===== src/rtl/pc_sequencer_pkg.sv =====
// Shared constants, state encoding and redirect helpers for the PC sequencer slice.
// Imported by md_busy_counter and pc_sequencer.
package pc_sequencer_pkg;

  localparam logic [31:0] RESET_VECTOR_DEFAULT = 32'h0000_3000;
  localparam logic [31:0] EXC_VECTOR_DEFAULT   = 32'h0000_4180;

  localparam int MD_CNT_W            = 4;
  localparam int MULT_CYCLES_DEFAULT = 5;
  localparam int DIV_CYCLES_DEFAULT  = 10;

  typedef enum logic {
    ST_RUN  = 1'b0,
    ST_PEND = 1'b1
  } seq_state_e;

  function automatic logic is_misaligned(input logic [31:0] addr);
    return addr[1:0] != 2'b00;
  endfunction

  // Misaligned targets are swapped for the exception vector only when checking is enabled.
  function automatic logic [31:0] redirect_target(input logic [31:0] addr,
                                                  input logic [31:0] exc,
                                                  input logic        check_en);
    return (check_en && is_misaligned(addr)) ? exc : addr;
  endfunction

endpackage


===== src/rtl/pc_sequencer_if.sv =====
// Bundle of the control and PC signals between the pipeline and pc_sequencer.
// The pipeline side uses master and the sequencer uses slave.
interface pc_sequencer_if;

  logic [31:0] pc_cur;
  logic        br_take;
  logic [31:0] br_target;
  logic        hazard_stall;
  logic        md_start;
  logic        md_is_div;
  logic        md_use_d;

  logic        pc_en;
  logic [31:0] pc_next;
  logic        stall;
  logic        md_busy;
  logic        pc_misalign;

  modport master (
    output pc_cur, br_take, br_target, hazard_stall, md_start, md_is_div, md_use_d,
    input  pc_en, pc_next, stall, md_busy, pc_misalign
  );

  modport slave (
    input  pc_cur, br_take, br_target, hazard_stall, md_start, md_is_div, md_use_d,
    output pc_en, pc_next, stall, md_busy, pc_misalign
  );

endinterface


===== src/rtl/pc_sequencer_md_busy.sv =====
// Mult/div busy interval counter: loads a cycle count on a start pulse while idle,
// then counts down to zero; busy covers the start cycle and every nonzero count.
module md_busy_counter
  import pc_sequencer_pkg::*;
#(
  parameter int MULT_CYCLES = MULT_CYCLES_DEFAULT,
  parameter int DIV_CYCLES  = DIV_CYCLES_DEFAULT
) (
  input  logic clk,
  input  logic reset,
  input  logic md_start,
  input  logic md_is_div,
  output logic md_busy
);

  localparam logic [MD_CNT_W-1:0] MULT_LOAD = MD_CNT_W'(MULT_CYCLES);
  localparam logic [MD_CNT_W-1:0] DIV_LOAD  = MD_CNT_W'(DIV_CYCLES);

  logic [MD_CNT_W-1:0] cnt_q, cnt_d;

  // A start that arrives while the counter is still running is dropped, never reloaded.
  always_comb begin
    cnt_d = cnt_q;
    if (cnt_q != '0) begin
      cnt_d = cnt_q - MD_CNT_W'(1);
    end else if (md_start) begin
      cnt_d = md_is_div ? DIV_LOAD : MULT_LOAD;
    end
  end

  always_ff @(posedge clk or posedge reset) begin
    if (reset) begin
      cnt_q <= '0;
    end else begin
      cnt_q <= cnt_d;
    end
  end

  assign md_busy = (cnt_q != '0) | md_start;

endmodule


===== src/rtl/pc_sequencer.sv =====
// Next-PC / fetch-enable controller: merges stalls, redirects and the mult/div busy interval.
// Optional feature macro: PC_SEQ_ALIGN_CHECK_EN (misaligned redirect -> EXC_VECTOR, sticky flag).
module pc_sequencer
  import pc_sequencer_pkg::*;
#(
  parameter logic [31:0] RESET_VECTOR = RESET_VECTOR_DEFAULT,
  parameter int          MULT_CYCLES  = MULT_CYCLES_DEFAULT,
  parameter int          DIV_CYCLES   = DIV_CYCLES_DEFAULT,
  parameter logic [31:0] EXC_VECTOR   = EXC_VECTOR_DEFAULT
) (
  input  logic           clk,
  input  logic           reset,
  pc_sequencer_if.slave  bus
);

`ifdef PC_SEQ_ALIGN_CHECK_EN
  localparam logic ALIGN_CHECK_EN = 1'b1;
`else
  localparam logic ALIGN_CHECK_EN = 1'b0;
`endif

  seq_state_e  state_q, state_d;
  logic [31:0] tgt_q, tgt_d;
  logic [31:0] br_fixed;
  logic [31:0] pc_next_sel;
  logic        md_busy_raw;
  logic        stall_raw;

  assign br_fixed = redirect_target(bus.br_target, EXC_VECTOR, ALIGN_CHECK_EN);

  md_busy_counter #(
    .MULT_CYCLES (MULT_CYCLES),
    .DIV_CYCLES  (DIV_CYCLES)
  ) u_md_busy_counter (
    .clk       (clk),
    .reset     (reset),
    .md_start  (bus.md_start),
    .md_is_div (bus.md_is_div),
    .md_busy   (md_busy_raw)
  );

  assign stall_raw = bus.hazard_stall | (md_busy_raw & bus.md_use_d);

  // A redirect seen while frozen is parked in PEND; later redirects overwrite it.
  always_comb begin
    state_d = state_q;
    tgt_d   = tgt_q;
    case (state_q)
      ST_RUN: begin
        if (bus.br_take && stall_raw) begin
          state_d = ST_PEND;
          tgt_d   = br_fixed;
        end
      end
      ST_PEND: begin
        if (!stall_raw) begin
          state_d = ST_RUN;
        end else if (bus.br_take) begin
          tgt_d = br_fixed;
        end
      end
      default: state_d = ST_RUN;
    endcase
  end

  always_ff @(posedge clk or posedge reset) begin
    if (reset) begin
      state_q <= ST_RUN;
      tgt_q   <= '0;
    end else begin
      state_q <= state_d;
      tgt_q   <= tgt_d;
    end
  end

  always_comb begin
    pc_next_sel = bus.pc_cur + 32'd4;
    if (state_q == ST_PEND) begin
      pc_next_sel = tgt_q;
    end else if (bus.br_take) begin
      pc_next_sel = br_fixed;
    end
  end

  // Reset overrides the outputs combinationally so the PC sees the vector without a clock.
  assign bus.pc_next = reset ? RESET_VECTOR : pc_next_sel;
  assign bus.pc_en   = ~reset & ~stall_raw;
  assign bus.stall   = ~reset & stall_raw;
  assign bus.md_busy = ~reset & md_busy_raw;

`ifdef PC_SEQ_ALIGN_CHECK_EN
  logic misalign_q, misalign_d;

  always_comb begin
    misalign_d = misalign_q | (bus.br_take & is_misaligned(bus.br_target));
  end

  always_ff @(posedge clk or posedge reset) begin
    if (reset) begin
      misalign_q <= 1'b0;
    end else begin
      misalign_q <= misalign_d;
    end
  end

  assign bus.pc_misalign = misalign_q;
`else
  assign bus.pc_misalign = 1'b0;
`endif

endmodule

===== src/flat_wrapper.sv =====
// flat-port wrapper written by rule: the top's interface ports become plain ports
module pc_sequencer_flat import pc_sequencer_pkg::*;
#(
  parameter logic [31:0] RESET_VECTOR = RESET_VECTOR_DEFAULT,
  parameter int          MULT_CYCLES  = MULT_CYCLES_DEFAULT,
  parameter int          DIV_CYCLES   = DIV_CYCLES_DEFAULT,
  parameter logic [31:0] EXC_VECTOR   = EXC_VECTOR_DEFAULT
)
  (clk, reset, bus_pc_cur, bus_br_take, bus_br_target, bus_hazard_stall, bus_md_start, bus_md_is_div, bus_md_use_d, bus_pc_en, bus_pc_next, bus_stall, bus_md_busy, bus_pc_misalign);
  pc_sequencer_if bus_i ();
  input  logic clk;
  input  logic reset;
  input wire logic [$bits(bus_i.pc_cur)-1:0] bus_pc_cur;
  input wire logic [$bits(bus_i.br_take)-1:0] bus_br_take;
  input wire logic [$bits(bus_i.br_target)-1:0] bus_br_target;
  input wire logic [$bits(bus_i.hazard_stall)-1:0] bus_hazard_stall;
  input wire logic [$bits(bus_i.md_start)-1:0] bus_md_start;
  input wire logic [$bits(bus_i.md_is_div)-1:0] bus_md_is_div;
  input wire logic [$bits(bus_i.md_use_d)-1:0] bus_md_use_d;
  output wire logic [$bits(bus_i.pc_en)-1:0] bus_pc_en;
  output wire logic [$bits(bus_i.pc_next)-1:0] bus_pc_next;
  output wire logic [$bits(bus_i.stall)-1:0] bus_stall;
  output wire logic [$bits(bus_i.md_busy)-1:0] bus_md_busy;
  output wire logic [$bits(bus_i.pc_misalign)-1:0] bus_pc_misalign;
  assign bus_i.pc_cur = bus_pc_cur;
  assign bus_i.br_take = bus_br_take;
  assign bus_i.br_target = bus_br_target;
  assign bus_i.hazard_stall = bus_hazard_stall;
  assign bus_i.md_start = bus_md_start;
  assign bus_i.md_is_div = bus_md_is_div;
  assign bus_i.md_use_d = bus_md_use_d;
  assign bus_pc_en = bus_i.pc_en;
  assign bus_pc_next = bus_i.pc_next;
  assign bus_stall = bus_i.stall;
  assign bus_md_busy = bus_i.md_busy;
  assign bus_pc_misalign = bus_i.pc_misalign;
  pc_sequencer #(.RESET_VECTOR(RESET_VECTOR), .MULT_CYCLES(MULT_CYCLES), .DIV_CYCLES(DIV_CYCLES), .EXC_VECTOR(EXC_VECTOR)) u_core (.clk(clk), .reset(reset), .bus(bus_i));
endmodule

===== config.mk =====
export PLATFORM = sky130hd
export DESIGN_NAME = pc_sequencer_flat
export DESIGN_NICKNAME = d
export VERILOG_FILES = /design/src/rtl/pc_sequencer_pkg.sv /design/src/rtl/pc_sequencer_if.sv /design/src/rtl/pc_sequencer_md_busy.sv /design/src/rtl/pc_sequencer.sv /design/src/flat_wrapper.sv
export SDC_FILE = /design/constraint.sdc
export NUM_CORES = 1
export LEC_CHECK = 0
export CAP_MARGIN = 20
export CORE_MARGIN = 2
export CORE_UTILIZATION = 45
export CTS_CLUSTER_DIAMETER = 150
export DETAILED_ROUTE_END_ITERATION = 6
export GPL_TIMING_DRIVEN = 0
export PLACE_DENSITY = 0.84
export SYNTH_ARGS = -nofsm -noshare
export SYNTH_HDL_FRONTEND = slang
export SYNTH_SLANG_ARGS = --single-unit

===== constraint.sdc =====
create_clock -name clk -period 2.4 [get_ports clk]
set_input_delay 0.48 -clock clk [delete_from_list [all_inputs] [get_ports clk]]
set_output_delay 0.48 -clock clk [all_outputs]
set_load 0.005 [all_outputs]

* Word-level counts from Yosys, hierarchy flattened
Cells that the tools add are included.
** Storage, ports and cells
- Bits of input ports :: 71
- Output and inout bits :: 36
- Flip-flop bits (word level) :: 37
** Cells by class
- Equal/unequal tests :: 3
- Reduce and logical (&&, ||, !) cells :: 4
- $add $sub $neg :: 2
- Multiplexer cells :: 13
- Bitwise operators :: 9
** Operators by type and width (number)
- $mux W32 :: 6
- $pmux W32 S2 :: 1
- $add A32 B3 Y32 const B :: 1
- $mux W4 :: 3
- $and A1 B1 Y1 :: 4
- $ne A2 B2 Y1 const B :: 2
- $reduce_bool A4 Y1 :: 1
- $sub A4 B1 Y4 const B :: 1
- $not A1 Y1 :: 3
- $reduce_and A3 Y1 :: 1
- $mux W1 :: 2
- $ne A2 B1 Y1 const B :: 1
- $or A1 B1 Y1 :: 2
- $pmux W1 S2 :: 1
- $reduce_bool A2 Y1 :: 1
- $logic_and A1 B1 Y1 :: 1

* Depth between registers and ports, before layout
Gate-level depths: netlist (run 1).
- Word-level depth :: 7
- Gate-level depth with buffers :: 8
- Gate-level depth less buffers :: 7

* Hierarchy
From an unflattened synthesis (run 1), not the netlist that was laid out.
** Unflattened totals
- Cells, all modules :: 321
- Area total of the unflattened synthesis :: 2738.9 µm²
** By module, submodules not included
- pc_sequencer :: area each 2494.9 µm², times used 1, cells each 297, sequential area each 825.8 µm²
- md_busy_counter :: area each 244.0 µm², times used 1, cells each 24, sequential area each 100.1 µm²

* Worst setup path before layout (run 1)
OpenSTA, ideal clock, no wires.
- Kind :: in2out
- From :: in reset
- To :: out bus_pc_next[14]
- Setup slack :: 0.040 ns
- Required time :: 1.920 ns
- Buffers on the path :: 1
- Stages :: 4
- Data arrival time :: 1.880 ns
- Cell sequence :: clkbuf_1 -> inv_1 -> nand2_1 -> o22ai_1
** On the way
- Longest elaborated chain between the ends :: 1
** RTL lines
- start: declaration :: line flat_wrapper.sv:12 : input logic reset;
- $mux W32 :: line pc_sequencer.sv:86 : assign bus.pc_next = reset ? RESET_VECTOR : pc_next_sel;
- end: declaration :: line flat_wrapper.sv:21 : output wire logic [$bits(bus_i.pc_next)-1:0] bus_pc_next;
No other way between the ends.

* Worst setup path in the final report (run 1)
- From :: in bus_pc_cur[10]
- To :: out bus_pc_next[19]
** On the way
- Longest elaborated chain between the ends :: 4
** RTL lines
- start: declaration :: line flat_wrapper.sv:13 : input wire logic [$bits(bus_i.pc_cur)-1:0] bus_pc_cur;
- $add A32 B3 Y32 :: line pc_sequencer.sv:77 : pc_next_sel = bus.pc_cur + 32'd4;
- $mux W32 :: line pc_sequencer.sv:80 : end else if (bus.br_take) begin
- $mux W32 :: line pc_sequencer.sv:78 : if (state_q == ST_PEND) begin
- $mux W32 :: line pc_sequencer.sv:86
No other way between the ends.

==> results of run 1 <==
==> worst max-delay path: stages <==
cell and delay (ps):
buf_2 150, nand3_4 120, nor4_4 370, nand3_1 150, or4_1 410, a31oi_1 210
buf_2 150
==> logic make-up (layout without fill, tap and decap cells) <==
family / after synthesis / count (layout) / synth area share
XOR/XNOR: 26 / 26 / 0.0817
flip-flops: 37 / 37 / 0.332
adder cells (fa/ha/maj): 3 / 3 / 0.0135
other: 1 / 1 / 0.00134
AND/OR/NAND/NOR: 99 / 99 / 0.201
multiplexers: 35 / 35 / 0.138
AO/OA/AOI/OAI: 86 / 86 / 0.181
buffers and inverters: 33 / 169 / 0.0516
==> layout by cell type (no fill, tap or decap), drive strengths merged, types with 2 or more instances in the layout <==
cell type	instances
nor3	5
a31oi	4
a21oi	28
nand2	20
nand3	15
and3	13
dlymetal6s2s	5
mux2	27
and4	3
nand4	11
inv	12
o21a	3
xor2	20
clkdlybuf4s50	48
o21ai	23
a211oi	9
ha	3
xnor2	6
buf	64
clkbuf	24
o22ai	11
dlygate4sd2	16
o31ai	2
nor4	3
mux2i	8
dfrtp	37
nor2	24
==> power by group through the flow <==
| stage | clock, uW | sequential (uW) | combinational (uW) |
|---|---|---|---|
| after global placement | 0 | 830 | 841 |
| after global routing | 453 | 856 | 1050 |
| after floorplan | 0 | 819 | 464 |
| final | 437 | 845 | 971 |
| after CTS | 431 | 836 | 942 |
| after detailed placement | 0 | 842 | 869 |
==> per-stage QoR <==
stage	hold slack (ps)	instance area, um^2
final	393	4410
after global routing	455	4410
after CTS	452	4290
after detailed placement	494	3910
after global placement	474	3910
after floorplan	464	2790
==> metal layers <==
metal  share of wire  vias up  global-route usage
met5               0        -                   0
met1            0.37     1493               0.345
met4           0.021        0              0.0754
met3            0.10       26              0.0663
li1                -     1435                   -
met2            0.50      200               0.513
==> cell type report <==
| type | instances | area share |
|---|---|---|
| multi-input combinational | 250 | 0.452 |
| timing repair buffer | 129 | 0.259 |
| sequential | 37 | 0.210 |
| buffer | 20 | 0.0281 |
| tap | 75 | 0.0213 |
| clock buffer | 8 | 0.0181 |
| inverter | 12 | 0.0108 |
==> Yosys cell counts (2+ instances only) <==
library cell,n,share of area
dfrtp_1,37,0.33
a21oi_1,28,0.050
mux2_2,26,0.10
nor2_1,24,0.032
o21ai_0,23,0.041
nand2_1,20,0.027
xor2_1,20,0.063
clkbuf_1,15,0.020
nand3_1,14,0.025
and3_1,12,0.027
inv_1,12,0.016
o22ai_1,11,0.025
nand4_1,10,0.022
a211oi_1,9,0.024
mux2i_1,8,0.029
xnor2_1,6,0.019
nor3_1,5,0.0090
a31oi_1,4,0.0090
buf_4,3,0.0081
ha_1,3,0.013
o21a_1,3,0.0081
and4_2,2,0.0072
nor4_4,2,0.015
o31ai_1,2,0.0054
==> sequential cells by signal, summed over array words and instances (netlist names) <==
| register | flops |
|---|---|
| u_core.tgt_q | 32 |
| u_core.u_md_busy_counter.cnt_q | 4 |
| u_core.state_q | 1 |
==> timing repair <==
| item | in CTS | in global routing |
|---|---|---|
| setup endpoints to repair | 40 | 31 |
| endpoints found under the hold margin | 0 | 0 |
| pin swaps | 34 | 17 |
| cloned | 0 | 0 |
| setup buffers | 24 | 3 |
| resized for setup | 219 | 53 |
==> worst max-delay path by stage <==
stage,slack [ps],start,to
after floorplan,40,reset,bus_pc_next[14]
after global placement,-1130,bus_pc_cur[12],bus_pc_next[25]
after detailed placement,-1110,bus_pc_cur[12],bus_pc_next[25]
after CTS,-40,bus_pc_cur[8],bus_pc_next[22]
after global routing,-200,bus_pc_cur[6],bus_pc_next[22]
final,-120,bus_pc_cur[10],bus_pc_next[19]
==> impl_metrics.json, run 1 <==
{
  "outcome": "finished, violations left",
  "violations": "setup timing",
  "synth_ff_type": "dfrtp_1",
  "fin_skew_ps": 6.10,
  "wl_per_cell_um": 19.0,
  "regArea_um2": 927,
  "rsz0062_at_grt": "yes",
  "timing.rr.start": "u_core.u_md_busy_counter.cnt_q[1]$_DFFE_PP0N_",
  "start_kind": "primary input",
  "netSwitchingFraction": 0.353,
  "synth.net_count": 394,
  "routed_via_density": 5.94,
  "cp_data_arrival_time_ps": 2040,
  "ir_worst_vdd_v": 0.000394,
  "groute.usage.overall": 0.287,
  "cts_tree": "built",
  "cts_buffers": 5,
  "setup_violations": 13,
  "insertion_delay_ps": 290,
  "finalCritPeriodShare": 1.05,
  "seqPwrFrac": 0.375,
  "grt-ovfl-total": 0,
  "drive_gt1_frac": 0.344,
  "yosysSeqAreaShare": 0.332,
  "vias": 3154,
  "grt_max_degree": 40,
  "worst_slew_pin_slew_ps": 560,
  "boundaryPins": 107,
  "fp.coreArea_um2": 5960,
  "start_util": 0.468,
  "path_clk_slew_ps": 80,
  "drv_slew": 0,
  "synthesis.yosys.warnings": 0,
  "cp.required_ps": 1920,
  "r2r-end": "u_core.tgt_q[15]$_DFFE_PP0P_",
  "reg2reg_depth": 9,
  "drc_errors": 0,
  "fin_setup_tns_ps": -874,
  "clock-root-buffer": "clkbuf_8",
  "period_needed_ps": 2520,
  "cp-end-kind": "primary output",
  "max_slew_margin": 0.627,
  "rows": 28,
  "fillers": 420,
  "fin_util": 0.741,
  "dr.pass1.iters": 5,
  "maxCapViolCount": 0,
  "power.density_nw_per_um2": 510,
  "power_uw": 2250,
  "synth_cells": 320,
  "dp.cells": 498,
  "die_height_um": 82.7,
  "multi_input_area_um2": 2000,
  "portBuffers": 103,
  "clockBufferDepth": 2,
  "first_iter_violations": 328,
  "die_w_um": 82.7,
  "dp_hpwl_um": 6590,
  "critPathMaxFanout": 4,
  "ys_types": 45,
  "die_area_um2": 6840,
  "finalNetCount": 529,
  "finalWorstSetupSlack_ps": -118,
  "routabilityCongestion": 0.952,
  "area_growth_pct": 58.2,
  "antennaDiodeCount": 0,
  "antenna_found_initial": 0,
  "ctsHtreeMaxLevel": 2,
  "wl_um": 10100,
  "grt_pass1_wl_um": 14700,
  "leakagePower_uw": 0.00195,
  "post-place-ws_ps": -1110,
  "finalNonFillerCells": 531,
  "path_class": "in2out",
  "ant_nets": 0,
  "grt_pass1_vias": 3056,
  "synth_edf_count": 0,
  "async_reset_ff_frac": 1.00,
  "synth_area_um2": 2790,
  "fmax_mhz": 397,
  "syn_avg_cell_area_um2": 8.72,
  "finalHoldViolCount": 0,
  "p_int_uw": 1460,
  "p_switching_uw": 796,
  "ys_ff_latch": 37,
  "clkPwrFrac": 0.194,
  "reg2reg_slack_ps": 160,
  "cts_hold_buf": 0,
  "p_comb_frac": 0.431,
  "clock-sinks": 37,
  "hp-class": "in2async"
}
No activity file was read; power rests on OpenSTA's default activity.
==> inputs of run 2 (changes only) <==
- SKIP_LAST_GASP: not set -> 1
- TNS_END_PERCENT: not set -> 20
==> run 2 against run 1 <==
The flow still finishes with violations (setup timing). Final cell count down 1.3%. Via count down 2.3%. Critical path depth up 1. Flip-flop and latch count unchanged. Largest power group unchanged. Highest routed layer unchanged.
==> impl_metrics.json, run 2 (synthesis gave the netlist of run 1 again) <==
{
  "routed_via_density": 5.88,
  "outcome": "finished, violations left",
  "leakagePower_uw": 0.00185,
  "r2r-end": "u_core.tgt_q[10]$_DFFE_PP0P_",
  "fin_setup_tns_ps": -1420,
  "cts_buffers": 5,
  "path_class": "in2out",
  "final_common_cell": "clkdlybuf4s50_1",
  "final_cell_mix": "clkdlybuf4s50_1, dfrtp_1, a21oi_1, mux2_2, buf_4",
  "dr.pass1.iters": 4,
  "power.density_nw_per_um2": 526,
  "reg2reg_slack_ps": -70,
  "fp.coreArea_um2": 5960,
  "first_iter_violations": 249,
  "setup_violations": 35,
  "top_register": "u_core.tgt_q",
  "maxCapViolCount": 0,
  "grt.met2_usage": 0.510,
  "vias": 3083,
  "ant_nets": 0,
  "boundaryPins": 107,
  "largest_register_ffs": 32,
  "fillers": 458,
  "antennaDiodeCount": 0,
  "biggestRegsByFlops": "u_core.tgt_q (32), u_core.u_md_busy_counter.cnt_q (4), u_core.state_q (1)",
  "reg2reg_depth": 10,
  "die_w_um": 82.7,
  "cp-end-kind": "primary output",
  "violations": "setup timing",
  "drv_slew": 0,
  "grt_pass1_wl_um": 14500,
  "worst_slew_pin_slew_ps": 579,
  "max_slew_margin": 0.614,
  "finalHoldViolCount": 0,
  "area_growth_pct": 51.1,
  "finalWorstSetupSlack_ps": -103,
  "insertion_delay_ps": 290,
  "finalNetCount": 522,
  "groute.usage.overall": 0.283,
  "clockBufferDepth": 2,
  "cp_data_arrival_time_ps": 2020,
  "period_needed_ps": 2500,
  "ctsHtreeMaxLevel": 2,
  "critPathMaxFanout": 7,
  "fmax_mhz": 400,
  "timing.rr.start": "u_core.u_md_busy_counter.cnt_q[0]$_DFFE_PP0N_",
  "path_clk_slew_ps": 80,
  "drc_errors": 0,
  "grt.met3_usage": 0.0543,
  "die_height_um": 82.7,
  "grt_util_met1": 0.342,
  "dp_hpwl_um": 6590,
  "clock-root-buffer": "clkbuf_8",
  "die_area_um2": 6840,
  "cts_tree": "built",
  "routabilityCongestion": 0.952,
  "start_kind": "primary input",
  "antenna_found_initial": 0,
  "fin_skew_ps": 7.38,
  "grt-busiest-layer": "met2",
  "clock-sinks": 37,
  "ir_worst_vdd_v": 0.000413,
  "rsz0062_at_grt": "yes",
  "drive_gt1_frac": 0.287,
  "grt-ovfl-total": 0,
  "wl_per_cell_um": 18.4,
  "portBuffers": 103,
  "wl_um": 9650,
  "cp.required_ps": 1920,
  "rows": 28,
  "grt_max_degree": 40,
  "finalCritPeriodShare": 1.04,
  "start_util": 0.468,
  "grt_pass1_vias": 3057,
  "hp-class": "in2async",
  "holdWs_ps": 473
}
## run 2: cell count changes in the layout (fill, tap and decap cells not counted), moves of 3 or more
cell             change
xor2_1               +3
nand3_4              -3
clkbuf_2             -4
clkdlybuf4s50_1      +4
nand3_1              +5
buf_4               -10
xor2_2               -3
clkdlybuf4s15_2      +3
buf_2                +4
buf_6                -3
## run 2: report_power, final
group | switching [uW] | internal [uW] | leakage (uW)
clock network | 223 | 207 | 0.0000395
registers | 94.3 | 750 | 0.000434
logic | 457 | 488 | 0.00138
total | 774 | 1440 | 0.00185
## run 2: worst max-delay path, cell delays in order
cell             delay (ps)
clkdlybuf4s15_2         260
nand3_4                 160
buf_4                   180
nor2_4                  190
and4_2                  240
o21ai_1                  70
a21oi_1                 180
dlygate4sd2_1           260
## run 2: final cells by class
cell class	count	area, um^2	share of cell area
Buffer	20	106	0.0252
Clock buffer	8	80.1	0.0190
Inverter	12	47.5	0.0113
Multi-Input combinational cell	250	1870	0.443
Sequential cell	37	927	0.220
Tap cell	75	93.8	0.0223
Timing Repair Buffer	122	1090	0.259
## run 2: stage by stage
stage / cells / power, uW / setup slack [ps] / instance area [um^2] / util
after floorplan: 320 / 1280 / 39.8 / 2790 / -
after global placement: 498 / 1670 / -1130 / 3910 / 0.657
after detailed placement: 498 / 1710 / -1110 / 3910 / 0.657
after CTS: 521 / 2190 / -131 / 4180 / 0.702
after global routing: 524 / 2340 / -182 / 4220 / 0.708
final: 524 / 2220 / -103 / 4220 / 0.708
## run 2: worst max path at each step
stage                                                   from         endpoint  slack, ps  cells past startpoint
3_3_place_gp                                  bus_pc_cur[12]  bus_pc_next[25]      -1130                      8
5_1_grt                                        bus_pc_cur[9]  bus_pc_next[24]       -180                      8
2_1_floorplan                                          reset  bus_pc_next[14]         40                      4
3_5_place_dp                                  bus_pc_cur[12]  bus_pc_next[25]      -1110                      8
4_1_cts        u_core.u_md_busy_counter.cnt_q[0]$_DFFE_PP0N_        bus_stall       -130                      7
6_report                                       bus_pc_cur[9]  bus_pc_next[24]       -100                      8
## run 2: per-layer routing
metal,vias up,wire length [um]
li1,1428,-
met4,0,148
met3,20,766
met2,140,4890
met5,-,0
met1,1495,3840
## run 2: timing repair
item                                    in CTS  in global routing
pin swaps                                   28                  5
gates resized for setup                    195                 16
endpoints found under the setup margin      40                 34
setup buffers                               17                  3
hold buffers                                 0                  0
==> inputs of run 3 (changes only) <==
- clock period: 2.4 -> 2.6 ns (I/O delays scaled with it)
==> run 3 against run 2 <==
The flow still finishes with violations (setup timing). Clock power decreased by 6.3%. Via count grew 1.8%. Register-to-register slack better by 400 ps. Clock skew grew 0.52 ps. Global-route usage shrank 0.78 points. Hold slack got worse by 17 ps. Count of clock-buffer cells in the layout unchanged. Non-clock buffer count up 5. Sequential power decreased by 7.5%. Sequential share of layout area down 0.22 points.
==> impl_metrics.json, run 3 (synthesis gave the netlist of run 1 again) <==
{
  "start_util": 0.468,
  "drive_gt1_frac": 0.275,
  "largest_register_ffs": 32,
  "top_register": "u_core.tgt_q",
  "cpMostUsedCell": "buf_2",
  "ir_worst_vdd_v": 0.000360,
  "area_growth_pct": 52.7,
  "ant_nets": 0,
  "max_slew_margin": 0.575,
  "grt_pass1_vias": 3055,
  "grt.met2_usage": 0.481,
  "fin_skew_ps": 7.89,
  "violations": "setup timing",
  "drv_slew": 0,
  "portBuffers": 103,
  "dp_hpwl_um": 6590,
  "final_cell_mix": "clkdlybuf4s50_1, dfrtp_1, buf_4, a21oi_1, mux2_2",
  "boundaryPins": 107,
  "grt_max_degree": 40,
  "antennaDiodeCount": 0,
  "first_iter_violations": 372,
  "cts_tree": "built",
  "grt_pass1_wl_um": 14200,
  "clock-sinks": 37,
  "netSwitchingFraction": 0.348,
  "cp-end-kind": "primary output",
  "cp.required_ps": 2080,
  "rows": 28,
  "wl_per_cell_um": 18.3,
  "routed_via_density": 5.93,
  "start_kind": "primary input",
  "power.density_nw_per_um2": 479,
  "fin_setup_tns_ps": -1540,
  "clockBufferDepth": 2,
  "clkPwrFrac": 0.197,
  "die_height_um": 82.7,
  "reg2reg_slack_ps": 330,
  "worst_slew_pin_slew_ps": 638,
  "path_cells": "buf_2, nand3_4, nor4_4, buf_4, nand3_1, or4_1, a31oi_1, buf_2",
  "crit_buf_inv": 3,
  "finalNetCount": 527,
  "timing.rr.start": "u_core.u_md_busy_counter.cnt_q[0]$_DFFE_PP0N_",
  "finalHoldViolCount": 0,
  "ctsHtreeMaxLevel": 2,
  "p_int_uw": 1330,
  "insertion_delay_ps": 300,
  "r2r-end": "u_core.tgt_q[10]$_DFFE_PP0P_",
  "p_switching_uw": 710,
  "setup_violations": 20,
  "wl_um": 9680,
  "cts_buffers": 5,
  "path_class": "in2out",
  "seqPwrFrac": 0.383,
  "dr.pass1.iters": 7,
  "path_clk_slew_ps": 80,
  "grt-busiest-layer": "met2",
  "critPathMaxFanout": 5,
  "antenna_found_initial": 0,
  "maxCapViolCount": 0,
  "grt-ovfl-total": 0,
  "p_comb_frac": 0.420,
  "reg2reg_depth": 8,
  "cpLargestDelayFamily": "simple AND/OR/NAND/NOR gates",
  "fillers": 452,
  "hp-class": "in2async",
  "clock-root-buffer": "clkbuf_8",
  "vias": 3138,
  "drc_errors": 0,
  "finalCritPeriodShare": 1.05,
  "die_w_um": 82.7,
  "groute.usage.overall": 0.276,
  "grt_util_met1": 0.333,
  "finalWorstSetupSlack_ps": -128,
  "fmax_mhz": 367,
  "fin_util": 0.715,
  "leakagePower_uw": 0.00186,
  "holdWs_ps": 456,
  "biggestRegsByFlops": "u_core.tgt_q (32), u_core.u_md_busy_counter.cnt_q (4), u_core.state_q (1)",
  "cp_data_arrival_time_ps": 2210,
  "final_common_cell": "clkdlybuf4s50_1",
  "fp.coreArea_um2": 5960,
  "critPathSlowestCell": "or4_1",
  "rsz0062_at_grt": "yes",
  "outcome": "finished, violations left",
  "die_area_um2": 6840,
  "routabilityCongestion": 0.952,
  "grt.met3_usage": 0.0609,
  "period_needed_ps": 2730,
  "critical_path.max_stage_delay_ps": 420
}
-- run 3: power by group through the flow --
stage	clock (uW)	combinational [uW]	sequential, uW
after floorplan	0	428	756
after global placement	0	777	766
after detailed placement	0	802	777
after CTS	398	797	775
after global routing	419	927	793
final	403	856	781
-- run 3: per-layer routing --
metal | routed length (um) | part of all wire
met1 | 3840 | 0.40
met2 | 4870 | 0.50
met3 | 806 | 0.083
met4 | 160 | 0.017
met5 | 0 | 0
-- run 3: worst max path at each step --
stage | start | end | slack (ps) | depth (start not counted)
floorplan | reset | bus_pc_next[14] | 160 | 4
global placement | bus_pc_cur[12] | bus_pc_next[25] | -1010 | 8
detailed placement | bus_pc_cur[12] | bus_pc_next[25] | -990 | 8
CTS | bus_pc_cur[3] | bus_pc_next[17] | -270 | 8
global route | bus_pc_cur[6] | bus_pc_next[9] | -210 | 8
finish | bus_pc_cur[9] | bus_pc_next[19] | -130 | 8
-- run 3: timing repair --
action / in CTS / in global routing
resized for setup: 115 / 52
setup buffers: 14 / 10
pin swaps: 15 / 13
endpoints found under the hold margin: 0 / 0
setup endpoints to repair: 35 / 35
hold buffers: 0 / 0
-- run 3: area by class of cell --
type / count / area (um^2) / area share
flip-flops and latches: 37 / 927 / 0.218
clock buffers: 8 / 80.1 / 0.0188
plain buffers: 20 / 101 / 0.0238
well taps: 75 / 93.8 / 0.0220
inverters: 12 / 50.0 / 0.0118
multi-input cells: 250 / 1880 / 0.441
repair buffers: 127 / 1130 / 0.265
-- run 3: through the flow --
stage | total power, uW | area, um^2 | setup slack [ps] | instances
2_1_floorplan | 1180 | 2790 | 160 | 320
3_3_place_gp | 1540 | 3910 | -1010 | 498
3_5_place_dp | 1580 | 3910 | -985 | 498
4_1_cts | 1970 | 4150 | -272 | 519
5_1_grt | 2140 | 4260 | -214 | 529
6_report | 2040 | 4260 | -128 | 529
